[src/rtl/load_store_unit.sv]
// Memory-stage load/store unit: aligns byte lanes, runs a req/gnt/rvalid
// handshake with data memory, stalls the pipeline and extends load data.
module load_store_unit #(
  parameter int AW = 32,
  parameter int DW = 32
) (
  input  logic          clk,
  input  logic          rst_n,
  input  logic [3:0]    mem_read,
  input  logic [3:0]    mem_write,
  input  logic          mem_sign_extend,
  input  logic [AW-1:0] addr,
  input  logic [DW-1:0] wdata,
  output logic          stall,
  output logic [DW-1:0] rdata,
  output logic          rdata_valid,
  output logic          misalign,
  output logic          bus_req,
  output logic          bus_we,
  output logic [3:0]    bus_be,
  output logic [AW-1:0] bus_addr,
  output logic [DW-1:0] bus_wdata,
  input  logic          bus_gnt,
  input  logic          bus_rvalid,
  input  logic [DW-1:0] bus_rdata
);

  typedef enum logic [1:0] {S_IDLE, S_REQ, S_RESP, S_DONE} state_t;

  state_t        r_state;
  state_t        w_next;
  logic [1:0]    r_off;
  logic [3:0]    r_mask;
  logic          r_sext;
  logic          r_bus_req;
  logic          r_bus_we;
  logic [3:0]    r_bus_be;
  logic [AW-1:0] r_bus_addr;
  logic [DW-1:0] r_bus_wdata;
  logic [DW-1:0] r_rdata;

  logic          w_op;
  logic          w_bad;
  logic          w_launch;
  logic [3:0]    w_mask;

  function automatic logic mask_ok(input logic [3:0] m, input logic [1:0] a);
    return (m == 4'b0001) ||
           (m == 4'b0011 && !a[0]) ||
           (m == 4'b1111 && a == 2'b00);
  endfunction

  // Bring the addressed lanes down to bit 0, then extend per access size.
  function automatic logic [DW-1:0] extend_load(input logic [DW-1:0] word,
                                                input logic [1:0]    off,
                                                input logic [3:0]    m,
                                                input logic          sext);
    logic [DW-1:0] s;
    s = word >> {off, 3'b000};
    case (m)
      4'b0001: return sext ? {{24{s[7]}}, s[7:0]}   : {24'h0, s[7:0]};
      4'b0011: return sext ? {{16{s[15]}}, s[15:0]} : {16'h0, s[15:0]};
      default: return s;
    endcase
  endfunction

  assign w_op     = (mem_read != 4'b0000) || (mem_write != 4'b0000);
  assign w_mask   = (mem_write != 4'b0000) ? mem_write : mem_read;
  assign w_bad    = w_op && (((mem_read != 4'b0000) && (mem_write != 4'b0000)) ||
                             !mask_ok(w_mask, addr[1:0]));
  assign w_launch = (r_state == S_IDLE) && w_op && !w_bad;

  always_comb begin
    w_next      = r_state;
    stall       = 1'b0;
    misalign    = 1'b0;
    rdata_valid = 1'b0;
    case (r_state)
      S_IDLE: begin
        misalign = w_bad;
        stall    = w_launch;
        if (w_launch) w_next = S_REQ;
      end
      S_REQ: begin
        stall = 1'b1;
        if (bus_gnt) w_next = r_bus_we ? S_DONE : S_RESP;
      end
      S_RESP: begin
        stall = 1'b1;
        if (bus_rvalid) w_next = S_DONE;
      end
      S_DONE: begin
        rdata_valid = !r_bus_we;
        w_next      = S_IDLE;
      end
      default: w_next = S_IDLE;
    endcase
  end

  always_ff @(posedge clk or negedge rst_n) begin
    if (!rst_n) begin
      r_state     <= S_IDLE;
      r_off       <= 2'b00;
      r_mask      <= 4'b0000;
      r_sext      <= 1'b0;
      r_bus_req   <= 1'b0;
      r_bus_we    <= 1'b0;
      r_bus_be    <= 4'b0000;
      r_bus_addr  <= '0;
      r_bus_wdata <= '0;
      r_rdata     <= '0;
    end else begin
      r_state <= w_next;
      case (r_state)
        S_IDLE: begin
          if (w_launch) begin
            r_off       <= addr[1:0];
            r_mask      <= w_mask;
            r_sext      <= mem_sign_extend;
            r_bus_req   <= 1'b1;
            r_bus_we    <= (mem_write != 4'b0000);
            r_bus_be    <= w_mask << addr[1:0];
            r_bus_addr  <= {addr[AW-1:2], 2'b00};
            r_bus_wdata <= wdata << {addr[1:0], 3'b000};
          end
        end
        S_REQ: begin
          if (bus_gnt) r_bus_req <= 1'b0;
        end
        S_RESP: begin
          if (bus_rvalid) r_rdata <= extend_load(bus_rdata, r_off, r_mask, r_sext);
        end
        default: ;
      endcase
    end
  end

  assign bus_req   = r_bus_req;
  assign bus_we    = r_bus_we;
  assign bus_be    = r_bus_be;
  assign bus_addr  = r_bus_addr;
  assign bus_wdata = r_bus_wdata;
  assign rdata     = r_rdata;

endmodule

[config.mk]
export PLATFORM = sky130hd
export DESIGN_NAME = load_store_unit
export DESIGN_NICKNAME = d
export VERILOG_FILES = /design/src/rtl/load_store_unit.sv
export SDC_FILE = /design/constraint.sdc
export NUM_CORES = 1
export LEC_CHECK = 0
export CAP_MARGIN = 20
export CORE_ASPECT_RATIO = 1.75
export CORE_UTILIZATION = 41
export CTS_BUF_LIST = sky130_fd_sc_hd__clkbuf_8
export DETAILED_ROUTE_END_ITERATION = 12
export PLACE_DENSITY = 0.82
export SLEW_MARGIN = 30
export SYNTH_ARGS = -nofsm -noshare
export SYNTH_HDL_FRONTEND = slang
export SYNTH_SLANG_ARGS = --single-unit
[constraint.sdc]
create_clock -name clk -period 2.8 [get_ports clk]
set_input_delay 0.7 -clock clk [delete_from_list [all_inputs] [get_ports clk]]
set_output_delay 0.7 -clock clk [all_outputs]
set_load 0.05 [all_outputs]
==> results of run 1 <==
==> worst min-delay path by stage <==
stage / depth (start not counted) / to / slack [ps]
after global routing: 1 / rdata[4] / 320
final: 1 / rdata[4] / 280
after detailed placement: 2 / rdata[7] / 460
after CTS: 1 / rdata[4] / 300
after global placement: 1 / r_mask[0] / 440
after floorplan: 0 / bus_addr[10] / 400
==> cell type report <==
class / count / area, um^2 / share of cell area, %
clock buffers: 9 / 123.9 / 1.487
clock inverters: 7 / 78.83 / 0.9461
flip-flops and latches: 109 / 2729 / 32.75
repair buffers: 247 / 2409 / 28.91
inverters: 21 / 78.83 / 0.9461
well taps: 171 / 214.0 / 2.568
multi-input cells: 352 / 2699 / 32.39
==> worst max-delay path, stage by stage <==
cell and delay, ps:
dlygate4sd2_1 270, nor4b_4 150, mux2i_2 200, nor2_1 70
buf_4 150, a31oi_1 220, and2_4 200, buf_12 130
==> sequential cells by signal, indices dropped and copies added, names as in the netlist <==
name / flops
bus_wdata: 32
rdata: 32
bus_addr: 30
bus_be: 4
r_mask: 4
r_off: 2
r_state: 2
bus_req: 1
bus_we: 1
r_sext: 1
==> cell families (layout without fill, tap and decap cells) <==
family	count (synthesis)	after routing	share of synthesized area, %
and+or+nand+nor	145	145	11.66
other	1	2	0.06746
AOI/OAI and AO/OA	86	86	10.06
muxes	115	115	24.02
buffers and inverters	51	284	4.231
adders and majority gates	4	4	0.9003
DFF	109	109	49.07
==> Yosys cell counts (all sizes together) (2+ instances only) <==
cell type,instances
nor4b,3
mux2i,46
ha,4
nor2,41
nand3,3
a21oi,28
o22ai,2
clkbuf,15
inv,21
o31ai,2
o21ai,18
a31oi,6
nand2,72
and2,5
mux2,69
a211oi,8
or2,2
o211ai,8
dfrtp,109
buf,15
nor2b,11
o22a,8
nand2b,2
nor4,3
==> per-stage QoR <==
stage | hold WS [ps] | worst slack (ps)
floorplan | 404.4 | -135.6
global route | 315.3 | -111.1
global placement | 442.1 | -472.1
CTS | 299.0 | -31.14
detailed placement | 464.1 | -520.1
finish | 281.7 | 5.568
==> per-layer routing <==
metal	track usage (%)	vias to the layer above	routed length, um
met3	3.558	55	836
met4	15.75	0	982
li1	-	2232	-
met5	0	-	0
met1	23.43	2317	5839
met2	44.78	219	8990
==> power breakdown <==
part           total, mW  internal, mW  switching [mW]
Clock              0.985         0.366           0.619
Sequential          2.33          2.03           0.304
Combinational       4.04          1.52            2.52
==> what timing repair did <==
item / CTS / global route
hold buffers: 0 / 0
setup buffers: 4 / 2
gates cloned: 0 / 0
pin swaps: 4 / 1
setup endpoints to repair: 64 / 3
gates resized for setup: 33 / 22
==> reports/qor.csv, run 1 <==
metric,value,unit
Initial Utilization,42.52,%
final setup TNS,0,ps
# rows,55,
Nets,853,
detailed router's first-iteration violation count,143,
H-tree lvl count,3,
Post-DRT Antenna Nets,0,
final count of hold timing violations,0,
Reg2Reg Launch Point,r_state[0],
Area after DPL,8020,um^2
Antenna diodes,0,
Post-synth top flop,dfrtp_1,
Cell variety after synth,42,
Tcrit/Tclk final,99.80,%
Power Density,882.9,nW/um^2
Mapped Cells,511,
"EDFF count, synth",0,
vias in the first global route,5063,
Crit path required time,2100,ps
placed cells,894,
status,finished clean,
# IOs,214,
TritonCTS Buffers,9,
total routed wirelength,16650,um
Detail Placement HPWL,12580,um
Async SR Flop Fraction,100.0,%
port bufs,211,
Worst Clk Skew,19.42,ps
number of synthesized register bits,109,
largest net degree at the start of global routing,75,
fill cell count,1042,
crit path launch,mem_read[0],
Ys Warns,0,
sequential share of the synthesized area,49.07,%
Post-Syn Area,5559,um^2
final std cells w/o fill,916,
top area cells in the synthesized netlist,"dfrtp_1 (49%), mux2_2 (8.7%), mux2i_1 (8.3%)",
clk_lat worst skew,390,ps
GP Congestion,0.9292,
Die Ht,156.0,um
top cell type by total area after synthesis,dfrtp_1,
CP max FO,3,
wire per inst,18.18,um
Finished Cell Area,8332,um^2
Area Overhead vs Synth,49.88,%
leakage power,3.862,nW
Worst-path clk slew,110,ps
clock sink count,109,
worst vdd ir,0.0004116,V
total power draw,7.356,mW
critical path class,input pin to primary output,
R2R setup slack,400,ps
global-route usage over all layers,23.59,%
"commonest non-fill, non-tap cell in the layout",clkdlybuf4s50_1,
die area,14050,um^2
Worst R2R End,bus_be[1],
critical path endpoint category,primary output,
Core ar.,13080,um^2
GRT Residual Overflow,0,
DRT Pass-1 Iters,5,
Slew @ Worst Pin,802.4,ps
DR vias,4823,
reg2reg path depth,10,
Residual DRC,0,
crit start category,input pin,
Root Buffer,clkbuf_8,
top-area cell type share of the netlist area,49.07,%
share of post-route cells with drive strength above 1,20.27,%
crit path capture,misalign,
worst-case clock buffer depth,2,
TritonCTS clock tree,yes,
crit path DAT,2090,ps
initial antenna violation count,0,
max_cap viols,0,
"Avg Cell Area, Syn",10.88,um^2
Final min period,2794,ps
final core occ,63.72,%
die width,90.02,um
Min-Delay Path Class,input pin to async pin,
final setup violation count,0,
RSZ-0062 raised after global routing,true,
highest clock rate,0.3579,GHz
vias per cell,5.265,
Relative slew margins,46.51,%
pins over their slew limit,0,
global-route wire length before repair,25690,um
most frequent cells in the layout,"clkdlybuf4s50_1 (199), dfrtp_1 (108), nand2_1 (72), mux2i_1 (45), mux2_2 (43)",
Power figures use the tool's default switching activity.
==> inputs of run 2 (changes only) <==
==> constraint.sdc (replaced) <==
create_clock -name clk -period 2.8 [get_ports clk]
set_input_delay 0.42 -clock clk [delete_from_list [all_inputs] [get_ports clk]]
set_output_delay 0.42 -clock clk [all_outputs]
set_load 0.05 [all_outputs]
==> run 2 against run 1 <==
Final area decreased by 1.7%. Fmax increased by 2.5%. First-iteration DRC count increased by 69%. Clock skew decreased by 3.4 ps. Largest cell class unchanged.
==> reports/qor.csv, run 2 (synthesis results as in run 1) <==
metric,value,unit,change
status,finished clean,,
CP max FO,4,,+1
R2R setup slack,670,ps,+270 ps
Die Ht,156.0,um,unchanged
fill cell count,1069,,+2.6%
highest clock rate,0.3667,GHz,+2.5%
max_cap viols,0,,unchanged
Final min period,2727,ps,-67.08 ps
crit start category,input pin,,
crit path DAT,2310,ps,+220 ps
DR vias,4688,,-2.8%
Residual DRC,0,,unchanged
Area after DPL,7909,um^2,-1.4%
H-tree lvl count,3,,unchanged
Crit path required time,2380,ps,+280 ps
vias in the first global route,4934,,-2.5%
DRT Pass-1 Iters,4,,-1
# IOs,214,,unchanged
Reg2Reg Launch Point,r_state[0],,
Initial Utilization,42.52,%,unchanged
clock sink count,109,,unchanged
global-route wire length before repair,25320,um,-1.4%
Core ar.,13080,um^2,unchanged
"commonest non-fill, non-tap cell in the layout",clkdlybuf4s50_1,,
# rows,55,,unchanged
clk_lat worst skew,380,ps,about the same
largest net degree at the start of global routing,69,,-8.0%
Antenna diodes,0,,unchanged
placed cells,881,,-1.5%
Root Buffer,clkbuf_8,,
Worst-path clk slew,130,ps,+20 ps
Finished Cell Area,8187,um^2,-1.7%
Tcrit/Tclk final,97.41,%,-2.4 points
initial antenna violation count,0,,unchanged
final count of hold timing violations,0,,unchanged
total power draw,7.273,mW,-1.1%
most frequent cells in the layout,"clkdlybuf4s50_1 (204), dfrtp_1 (109), nand2_1 (72), mux2i_1 (46), mux2_2 (43)",,
Worst R2R End,bus_addr[13],,
Power Density,888.4,nW/um^2,+0.62%
final std cells w/o fill,898,,-2.0%
Relative slew margins,53.30,%,+6.8 points
pins over their slew limit,0,,unchanged
Slew @ Worst Pin,697.9,ps,-104.6 ps
# hold bufs at CTS,0,,unchanged
Nets,835,,-2.1%
Detail Placement HPWL,12130,um,-3.5%
GP Congestion,0.9846,,+6.0%
share of post-route cells with drive strength above 1,16.23,%,-4.0 points
leakage power,3.786,nW,-2.0%
Area Overhead vs Synth,47.27,%,
final core occ,62.61,%,-1.1 points
final setup TNS,0,ps,unchanged
reg2reg path depth,7,,-3
wire per inst,17.67,um,-2.8%
total routed wirelength,15870,um,-4.7%
Min-Delay Path Class,input pin to async pin,,
final setup violation count,0,,unchanged
critical path endpoint category,primary output,,
worst-case clock buffer depth,2,,unchanged
GRT Residual Overflow,0,,unchanged
die area,14050,um^2,unchanged
die width,90.02,um,unchanged
global-route usage over all layers,22.97,%,-0.62 points
critical path class,input pin to primary output,,
TritonCTS Buffers,9,,unchanged
TritonCTS clock tree,yes,,
Worst Clk Skew,16.01,ps,-3.412 ps
port bufs,211,,unchanged
vias per cell,5.220,,-0.85%
detailed router's first-iteration violation count,242,,+69%
Post-DRT Antenna Nets,0,,unchanged
worst vdd ir,0.0004220,V,+2.5%
[run 2: cell count changes in the layout (fill, tap and decap cells not counted), moves of 2 or more]
cell,previous run,this run
buf_2,4,1
buf_4,34,17
buf_6,2,0
clkbuf_2,2,0
clkdlybuf4s50_1,199,204
clkinv_8,0,3
dlymetal6s2s_1,0,3
inv_8,4,2
nor2_1,39,41
nor2_2,2,0
[run 2: final cells by class]
type,count,area [um^2],share of cell area [%]
repair buffers,229,2292,28.00
clock inverters,7,88.84,1.085
well taps,171,214.0,2.613
flip-flops and latches,109,2728,33.32
inverters,21,78.83,0.9629
clock buffers,9,123.9,1.513
multi-input cells,352,2661,32.51
[run 2: worst max-delay path, stage by stage]
cell and delay [ps]:
clkdlybuf4s50_1 520, nor4b_4 330, a31oi_4 150, o31ai_4 370, nand3_4 160, a21oi_4 200
buf_12 150
[run 2: metal layers]
metal,up-vias,global-route usage [%],part of all wire (%)
met4,0,12.21,4.6
met2,212,42.38,54
met1,2229,24.10,36
met3,48,5.117,5.7
met5,-,0,0
li1,2199,-,-
[run 2: report_power, final]
part	switching, mW	internal [mW]	leakage, nW
registers	0.292	2.03	1.36
logic	2.49	1.49	2.32
clock network	0.612	0.364	0.106
total	3.39	3.88	3.79
[run 2: worst max path at each step]
stage                 start  slack [ps]   endpoint  cells after the start
6_report        mem_read[2]          70      stall                      7
5_1_grt         mem_read[1]         -30   misalign                      7
4_1_cts        mem_write[1]          10      stall                      7
3_5_place_dp   mem_write[3]         -30      stall                      7
3_3_place_gp   mem_write[3]          90  bus_be[0]                      7
2_1_floorplan  mem_write[1]         240      stall                      7
[run 2: what timing repair did]
action                     4_1_cts  5_1_grt
setup endpoints to repair        2        2
setup buffers                    0        1
pin swaps                        0        2
cloned                           0        0
resized for setup                1        9
[run 2: stage by stage]
stage          worst slack, ps  hold slack, ps
3_5_place_dp            -34.47           461.6
2_1_floorplan            241.5           124.4
5_1_grt                 -31.22           81.77
3_3_place_gp             94.61           440.3
4_1_cts                  14.74           55.70
6_report                 72.65           69.57
